--- config.mk ---
export PLATFORM = sky130hd
export DESIGN_NAME = logic_capture
export DESIGN_NICKNAME = d
export VERILOG_FILES = /design/src/rtl/logic_capture.sv
export SDC_FILE = /design/constraint.sdc
export NUM_CORES = 1
export LEC_CHECK = 0
export ABC_AREA = 1
export CORE_MARGIN = 2
export CORE_UTILIZATION = 53
export CTS_BUF_LIST = sky130_fd_sc_hd__clkbuf_8 sky130_fd_sc_hd__clkbuf_16
export CTS_CLUSTER_SIZE = 10
export DETAILED_ROUTE_END_ITERATION = 8
export PLACE_DENSITY = 0.76
export SLEW_MARGIN = 0
export SYNTH_ARGS = -nofsm -noshare
export SYNTH_HDL_FRONTEND = slang
export SYNTH_SLANG_ARGS = --single-unit
--- constraint.sdc ---
create_clock -name clk -period 2.14 [get_ports clk]
set_input_delay 0.428 -clock clk [delete_from_list [all_inputs] [get_ports clk]]
set_output_delay 0.428 -clock clk [all_outputs]
set_load 0.02 [all_outputs]
--- src/rtl/logic_capture.sv ---
// Small logic analyser: arms on request, stores probe samples around a masked-value trigger,
// then replays the capture oldest-first over a valid/ready stream.
module logic_capture #(
   parameter int WIDTH = 4,
   parameter int DEPTH = 16,
   localparam int AW = $clog2(DEPTH)
) (
   input  logic             clk,
   input  logic             reset,
   input  logic             arm,
   input  logic [WIDTH-1:0] probe,
   input  logic [WIDTH-1:0] trig_mask,
   input  logic [WIDTH-1:0] trig_value,
   input  logic [AW-1:0]    post_count,
   input  logic             rd_start,
   input  logic             rd_ready,
   output logic             rd_valid,
   output logic [WIDTH-1:0] rd_data,
   output logic             rd_last,
   output logic             busy,
   output logic             done,
   output logic [AW:0]      trig_pos
);

   typedef enum logic [2:0] {ST_IDLE, ST_ARMED, ST_POST, ST_DONE, ST_READ} state_t;

   localparam logic [AW:0] L_FULL = (AW+1)'(DEPTH);
   localparam logic [AW:0] L_ONE  = (AW+1)'(1);

   state_t           r_state;
   state_t           w_next;
   logic [WIDTH-1:0] r_mem [DEPTH];
   logic [AW-1:0]    r_wr_ptr;
   logic [AW:0]      r_fill;
   logic [AW-1:0]    r_remaining;
   logic [AW-1:0]    r_post;
   logic [AW:0]      r_rd_idx;
   logic [AW:0]      r_n;
   logic [AW-1:0]    r_oldest;
   logic [AW:0]      r_trig_pos;

   logic             w_hit;
   logic             w_wr_en;
   logic [AW:0]      w_fill_inc;
   logic             w_done_entry;
   logic             w_xfer;
   logic             w_last;
   logic [AW-1:0]    w_rd_addr;

   assign w_hit        = ((probe ^ trig_value) & trig_mask) == '0;
   assign w_wr_en      = (r_state == ST_ARMED || r_state == ST_POST) && !arm;
   assign w_fill_inc   = (r_fill == L_FULL) ? r_fill : r_fill + L_ONE;
   assign w_xfer       = (r_state == ST_READ) && rd_ready;
   assign w_last       = (r_rd_idx == r_n - L_ONE);
   assign w_done_entry = (w_next == ST_DONE) && (r_state != ST_DONE);
   assign w_rd_addr    = r_oldest + r_rd_idx[AW-1:0];

   always_ff @(posedge clk or negedge reset) begin
      if (!reset) r_state <= ST_IDLE;
      else        r_state <= w_next;
   end

   // NOTE: next state defaults to the current state first so no path leaves it unassigned (no latch).
   always_comb begin
      w_next = r_state;
      case (r_state)
         ST_IDLE:  if (arm) w_next = ST_ARMED;
         ST_ARMED: begin
            if (arm)        w_next = ST_ARMED;
            else if (w_hit) w_next = (r_post == '0) ? ST_DONE : ST_POST;
         end
         ST_POST: begin
            if (arm)                          w_next = ST_ARMED;
            else if (r_remaining <= AW'(1))   w_next = ST_DONE;
         end
         ST_DONE: begin
            if (arm)           w_next = ST_ARMED;
            else if (rd_start) w_next = ST_READ;
         end
         ST_READ:  if (w_xfer && w_last) w_next = ST_IDLE;
         default:  w_next = ST_IDLE;
      endcase
   end

   // NOTE: sample storage has no reset; contents survive idle periods and reset is never needed for it.
   always_ff @(posedge clk) begin
      if (w_wr_en) r_mem[r_wr_ptr] <= probe;
   end

   always_ff @(posedge clk or negedge reset) begin
      if (!reset) begin
         r_wr_ptr    <= '0;
         r_fill      <= '0;
         r_remaining <= '0;
         r_post      <= '0;
         r_rd_idx    <= '0;
         r_n         <= '0;
         r_oldest    <= '0;
         r_trig_pos  <= '0;
      end else begin
         // arm takes priority over the write of the same cycle
         if (arm && r_state != ST_READ) begin
            r_wr_ptr <= '0;
            r_fill   <= '0;
            r_post   <= post_count;
         end else if (w_wr_en) begin
            r_wr_ptr    <= r_wr_ptr + 1'b1;
            r_fill      <= w_fill_inc;
            r_remaining <= (r_state == ST_ARMED) ? r_post : r_remaining - 1'b1;
         end

         if (w_done_entry) begin
            r_n        <= w_fill_inc;
            r_trig_pos <= w_fill_inc - L_ONE - {1'b0, r_post};
            r_oldest   <= (w_fill_inc == L_FULL) ? r_wr_ptr + 1'b1 : '0;
         end

         if (r_state == ST_DONE && w_next == ST_READ) r_rd_idx <= '0;
         else if (w_xfer)                             r_rd_idx <= r_rd_idx + L_ONE;
      end
   end

   always_comb begin
      rd_valid = (r_state == ST_READ);
      rd_last  = (r_state == ST_READ) && w_last;
      rd_data  = (r_state == ST_READ) ? r_mem[w_rd_addr] : '0;
      busy     = (r_state == ST_ARMED) || (r_state == ST_POST);
      done     = (r_state == ST_DONE);
      trig_pos = r_trig_pos;
   end

endmodule

Word-level counts from Yosys, hierarchy flattened
Memories as Yosys holds them, arrays and structs flattened.
Cells that the tools add are included.
W data, S select, Z words.
{"block": "op_classes", "addsub": 8, "magnitude_cmp": 1, "n_eq_ne": 11, "mux": 22, "bitwise": 3, "n_reduce_logical": 15}
{"operator": "$mux W5", "n": 5}
{"operator": "$mux W3", "n": 8}
{"operator": "$mux W4", "n": 5}
{"operator": "$pmux W3 S5", "n": 1}
{"operator": "$add A5 B1 Y5 const B", "n": 2}
{"operator": "$eq A5 B5 Y1 const B", "n": 2}
{"operator": "$sub A5 B1 Y5 const B", "n": 2}
{"operator": "$eq A3 B2 Y1 const B", "n": 3}
{"operator": "$logic_not A4 Y1", "n": 2}
{"operator": "$logic_and A1 B1 Y1", "n": 7}
{"operator": "$eq A3 B3 Y1 const B", "n": 2}
{"operator": "$eq A5 B5 Y1", "n": 1}
{"operator": "$sub A5 B4 Y5", "n": 1}
{"operator": "$add A4 B1 Y4 const B", "n": 1}
{"operator": "$add A4 B4 Y4", "n": 1}
{"operator": "$and A4 B4 Y4", "n": 1}
{"operator": "$le A4 B1 Y1 const B", "n": 1}
{"operator": "$reduce_bool A2 Y1", "n": 2}
{"operator": "$sub A4 B1 Y4 const B", "n": 1}
{"operator": "$xor A4 B4 Y4", "n": 1}
{"operator": "$eq A3 B1 Y1 const B", "n": 1}
{"operator": "$logic_not A3 Y1", "n": 1}
{"operator": "$mux W1", "n": 3}
{"operator": "$ne A3 B2 Y1 const B", "n": 1}
{"operator": "5 further kinds", "n": 5}
{"block": "totals", "reg_bits": 39, "mem_bits_rw": 64, "in_bits": 21, "output_inout_bits": 13, "elab_cells": 70, "mem_count": 1}
{"memory": "r_mem", "depth": 16, "word_bits": 4, "read_ports": 1, "rd_ports_with_merged_regs": 0, "wr": 1, "line": "32", "rtl": "logic [WIDTH-1:0] r_mem [DEPTH];"}

Logic depth before layout (Yosys ltp)
{"block": "logic_depth", "word_depth": 9, "depth_mapped": 14}

Least setup slack after synthesis
OpenSTA, ideal clock, no wires.
{"block": "synth_path", "path_kind": "reg2out", "startpoint": "reg r_rd_idx[0]", "endpoint": "out rd_data[0]", "t_arrival_ps": 2147, "path_slack_ps": -435, "path_stages_with_launch": 11, "cell_sequence": "dfrtp_1 ha_1 inv_1 fa_1 clkbuf_1 a21oi_1 a32oi_1 mux2i_1 nand2_1 nand2_1 nor2_1"}
{"block": "synth_between", "elab_chain_cells": 3}
{"item": "from (decl)", "line": "37", "rtl": "logic [AW:0] r_rd_idx;"}
{"item": "from (signal assigned)", "line": "119", "rtl": "else if (w_xfer) r_rd_idx <= r_rd_idx + L_ONE;"}
{"item": "$add A4 B4 Y4", "line": "56", "rtl": "assign w_rd_addr = r_oldest + r_rd_idx[AW-1:0];"}
{"item": "$mem_v2 Z16 W4"}
{"item": "$mux W4", "line": "126", "rtl": "rd_data = (r_state == ST_READ) ? r_mem[w_rd_addr] : '0;"}
{"item": "to (decl)", "line": "18", "rtl": "output logic [WIDTH-1:0] rd_data,"}
Every way passes these cells.

Final worst setup path
Ends and elaborated chain as after synthesis.

==> results.yml <==
run_status:
  outcome: "finished with violations"
  violations: "setup timing"
synth:
  synth-xor-area-share: 0.0409
  synth_top_cell_area_share: 0.378
  syn_area_um2: 5080
  syn_inst: 513
  synth_area_leaders: "edfxtp_1, dfrtp_1, nand2_1"
  synth-adder-area-share: 0.0498
  syn_nets: 553
  synth_top_cell_by_area: "edfxtp_1"
  synth_edf_count: 64
  synthFlopType: "edfxtp_1"
  synth_async_sr_flop_share: 0.379
  seq_area_frac_synth: 0.570
  synthMuxAreaShare: 0.00788
  synth-seq-cells: 103
  synth_top_family_by_area: "simple AND/OR/NAND/NOR gates"
  synth_compound_area_frac: 0.0897
  ys_warn_count: 0
  ys_types: 33
  yosys.area_share.simple: 0.188
  synth.avg_cell_area_um2: 9.90
floorplan:
  die_w_um: 102
  core.rowCount: 35
  pin_count: 34
  start_util: 0.547
  core_area_um2: 9280
  die_h_um: 102
  dieArea_um2: 10400
route:
  drc: 0
  wire_per_inst_um: 16.9
  first_pass_iters: 5
  finalWirelength_um: 12400
  ant_nets: 0
  viasPerCell: 5.44
  vias: 3991
  drtIter0Drc: 233
sta:
  rsz0062_at_grt: "true"
  fin_hold_ws_ns: 0.00503
  worst_slack_ns: -0.861
  finalSetupViolCount: 6
  tightest_slew_ns: 0.494
  hold_violations: 0
  finClkSkew_ns: 0.0133
  maxSlewHeadroom: 0.671
  finalMaxSlewViolations: 0
  finalCritPeriodShare: 1.40
  clock.fmax_ghz: 0.333
  fin_crit_ns: 3.00
place:
  place_congestion: 0.901
  dp_cells: 706
  numPortBuffers: 33
  dp.final_hpwl_um: 8230
critical_path:
  crit_required_ns: 1.71
  cpMostUsedCell: "a21oi_2"
  slowest_stage: "fa_2"
  crit_path_max_incr_delay_ns: 0.67
  crit_chain: "ha_2, inv_2, fa_2, buf_12, buf_16, a21oi_2, a32o_2, nand2_2, a21oi_2, nor2_4, buf_6"
  worstSetupEndpointType: "primary output"
  worstPathMaxFanout: 9
  path_class: "reg2out"
  critical_path_arrival_ns: 2.57
  critPathBufInv: 4
  critical_path.top_delay_family: "adder cells"
  worstSetupStartpointType: "flip-flop"
grt:
  use_met1: 0.341
  use_met2: 0.388
  gr-usage-met3: 0.0540
  grt_max_degree: 23
  antenna_found_initial: 0
  busiest_layer: "met2"
  grt_overflow: 0
  grt_pass1_vias: 3926
  grt_use_total: 0.243
  grt_pass1_wl_um: 19100
cts:
  cts_hold_buf: 0
  clkLatencyLatePin_ns: 0.38
  htreeDepth: 3
  cts_max_path_buffers: 2
  cts_buffers: 9
  cts_tree: "done"
  cts.clk_slew.worst_paths_ns: 0.11
  cts_root_buffer: "clkbuf_8"
  clock-sinks: 103
pwr:
  p_leak_nw: 2.75
  peakVddDrop_mv: 0.592
  power.density_nw_per_um2: 1180
finish:
  num_antenna_cells: 0
  layout.cells.non_filler: 734
  post-route-util: 0.689
  nets: 640
  areaGrowthSynthToFinish_pct: 26.0
  layout-drive-gt1-share: 0.226
job:
  drv_cap: 0
min_path:
  hold_class: "in2async"
==> flip-flops by register name, indices dropped and copies added (netlist names) <==
register and cells:
r_oldest 4, r_post 4, r_fill 5, trig_pos 5
r_state 3, r_rd_idx 5, r_wr_ptr 4, r_n 5
r_mem 64, r_remaining 4
==> area by class of cell <==
| class | instances | area [µm²] |
|---|---|---|
| sequential | 103 | 2900 |
| fill | 692 | 2890 |
| multi-input combinational | 345 | 2110 |
| timing repair buffer | 91 | 823 |
| inverter | 50 | 188 |
| tap | 129 | 161 |
| clock buffer | 9 | 124 |
| clock inverter | 7 | 96.3 |
==> cells in the final DEF, fill, tap and decap left out, types with 2 or more instances in the layout <==
master             n
clkdlybuf4s50_1   24
nor3_1             4
mux2i_1            4
nor2_4             4
a32oi_1            4
ha_4               3
o21ai_1            2
buf_6              5
edfxtp_1          64
ha_1              12
nand4_1            4
xor2_1            12
a21oi_2            9
nand2_1          134
nand2_4            2
a32oi_2            2
o211ai_1           2
ha_2               2
nand3_1           33
o22ai_1            7
nand2_2            6
a21oi_1           16
fa_2               2
inv_1             38
buf_4             54
dfrtp_1           38
inv_2             11
nor2_1            36
xnor2_1            7
buf_12             2
a32oi_4            2
clkbuf_8           9
o21ai_0           15
a32o_1             8
nor2_2             4
xor2_2             2
inv_8              3
==> final timing paths <==
| path | cells past startpoint | endpoint | slack, ns | start |
|---|---|---|---|---|
| min | 1 | trig_pos[3] | 0.005 | reset |
| min in group clk | 2 | trig_pos[0] | 0.48 | trig_pos[0] |
| min reg2reg | 2 | trig_pos[0] | 0.48 | trig_pos[0] |
| max | 11 | rd_data[0] | -0.86 | r_rd_idx[0] |
| max in group asynchronous | 2 | r_remaining[2] | 1.61 | reset |
| max reg2reg | 13 | trig_pos[4] | -0.14 | r_fill[1] |
==> worst register-to-register path, delay by kind of cell, from the launching register on <==
family / cells / cell delay [ns]
buffers and inverters: 3 / 0.23
adder cells (fa/ha/maj): 3 / 0.67
AO/OA/AOI/OAI: 2 / 0.25
flip-flops: 1 / 0.41
XOR/XNOR: 2 / 0.34
AND/OR/NAND/NOR: 3 / 0.28
==> per-stage QoR <==
step | area (µm²) | setup slack (ns) | TNS [ns] | total power [W]
2_1_floorplan | 5130 | -0.217 | -0.858 | 0.00457
6_report | 6400 | -0.861 | -3.62 | 0.00752
4_1_cts | 6270 | -0.829 | -3.45 | 0.00721
3_3_place_gp | 5880 | -0.798 | -3.27 | 0.00542
5_1_grt | 6400 | -0.954 | -4.43 | 0.00794
3_5_place_dp | 5880 | -0.900 | -3.94 | 0.00554
==> layer usage <==
layer,wire [µm],part of all wire,vias up
met2,5960,0.48,168
met5,0,0,-
met4,202,0.016,0
met3,895,0.072,22
li1,-,-,1909
met1,5310,0.43,1892
==> power breakdown <==
part	switching, W	total [W]	leakage (nW)	internal, W
Clock	0.000753	0.00133	0.109	0.000579
Sequential	0.000162	0.00253	1.09	0.00236
Combinational	0.00205	0.00367	1.55	0.00161
Total	0.00297	0.00752	2.75	0.00456
==> logic make-up after synthesis <==
group	after synthesis
simple gates	229
flops	103
compound gates	71
buf+inv	65
xor+xnor	22
fa+ha+maj	19
mux	4
==> synthesized netlist by cell type (4+ instances only) <==
| cell | instances |
|---|---|
| nand2_1 | 138 |
| edfxtp_1 | 64 |
| inv_1 | 44 |
| nor2_1 | 41 |
| dfrtp_1 | 39 |
| nand3_1 | 33 |
| a21oi_1 | 25 |
| ha_1 | 17 |
| o21ai_0 | 17 |
| xor2_1 | 12 |
| a32o_1 | 9 |
| a32oi_1 | 8 |
| xnor2_1 | 8 |
| o22ai_1 | 7 |
| clkbuf_1 | 6 |
| buf_2 | 5 |
| inv_2 | 5 |
| nor3_1 | 5 |
| mux2i_1 | 4 |
| nand4_1 | 4 |
==> what timing repair did <==
action / 4_1_cts / 5_1_grt
endpoints found under the hold margin: 0 / 0
gates cloned: 1 / 1
pin swaps: 19 / 16
setup endpoints to repair: 10 / 38
resized for setup: 55 / 20
buffers inserted: 7 / 3
No activity file was read; power rests on OpenSTA's default activity.
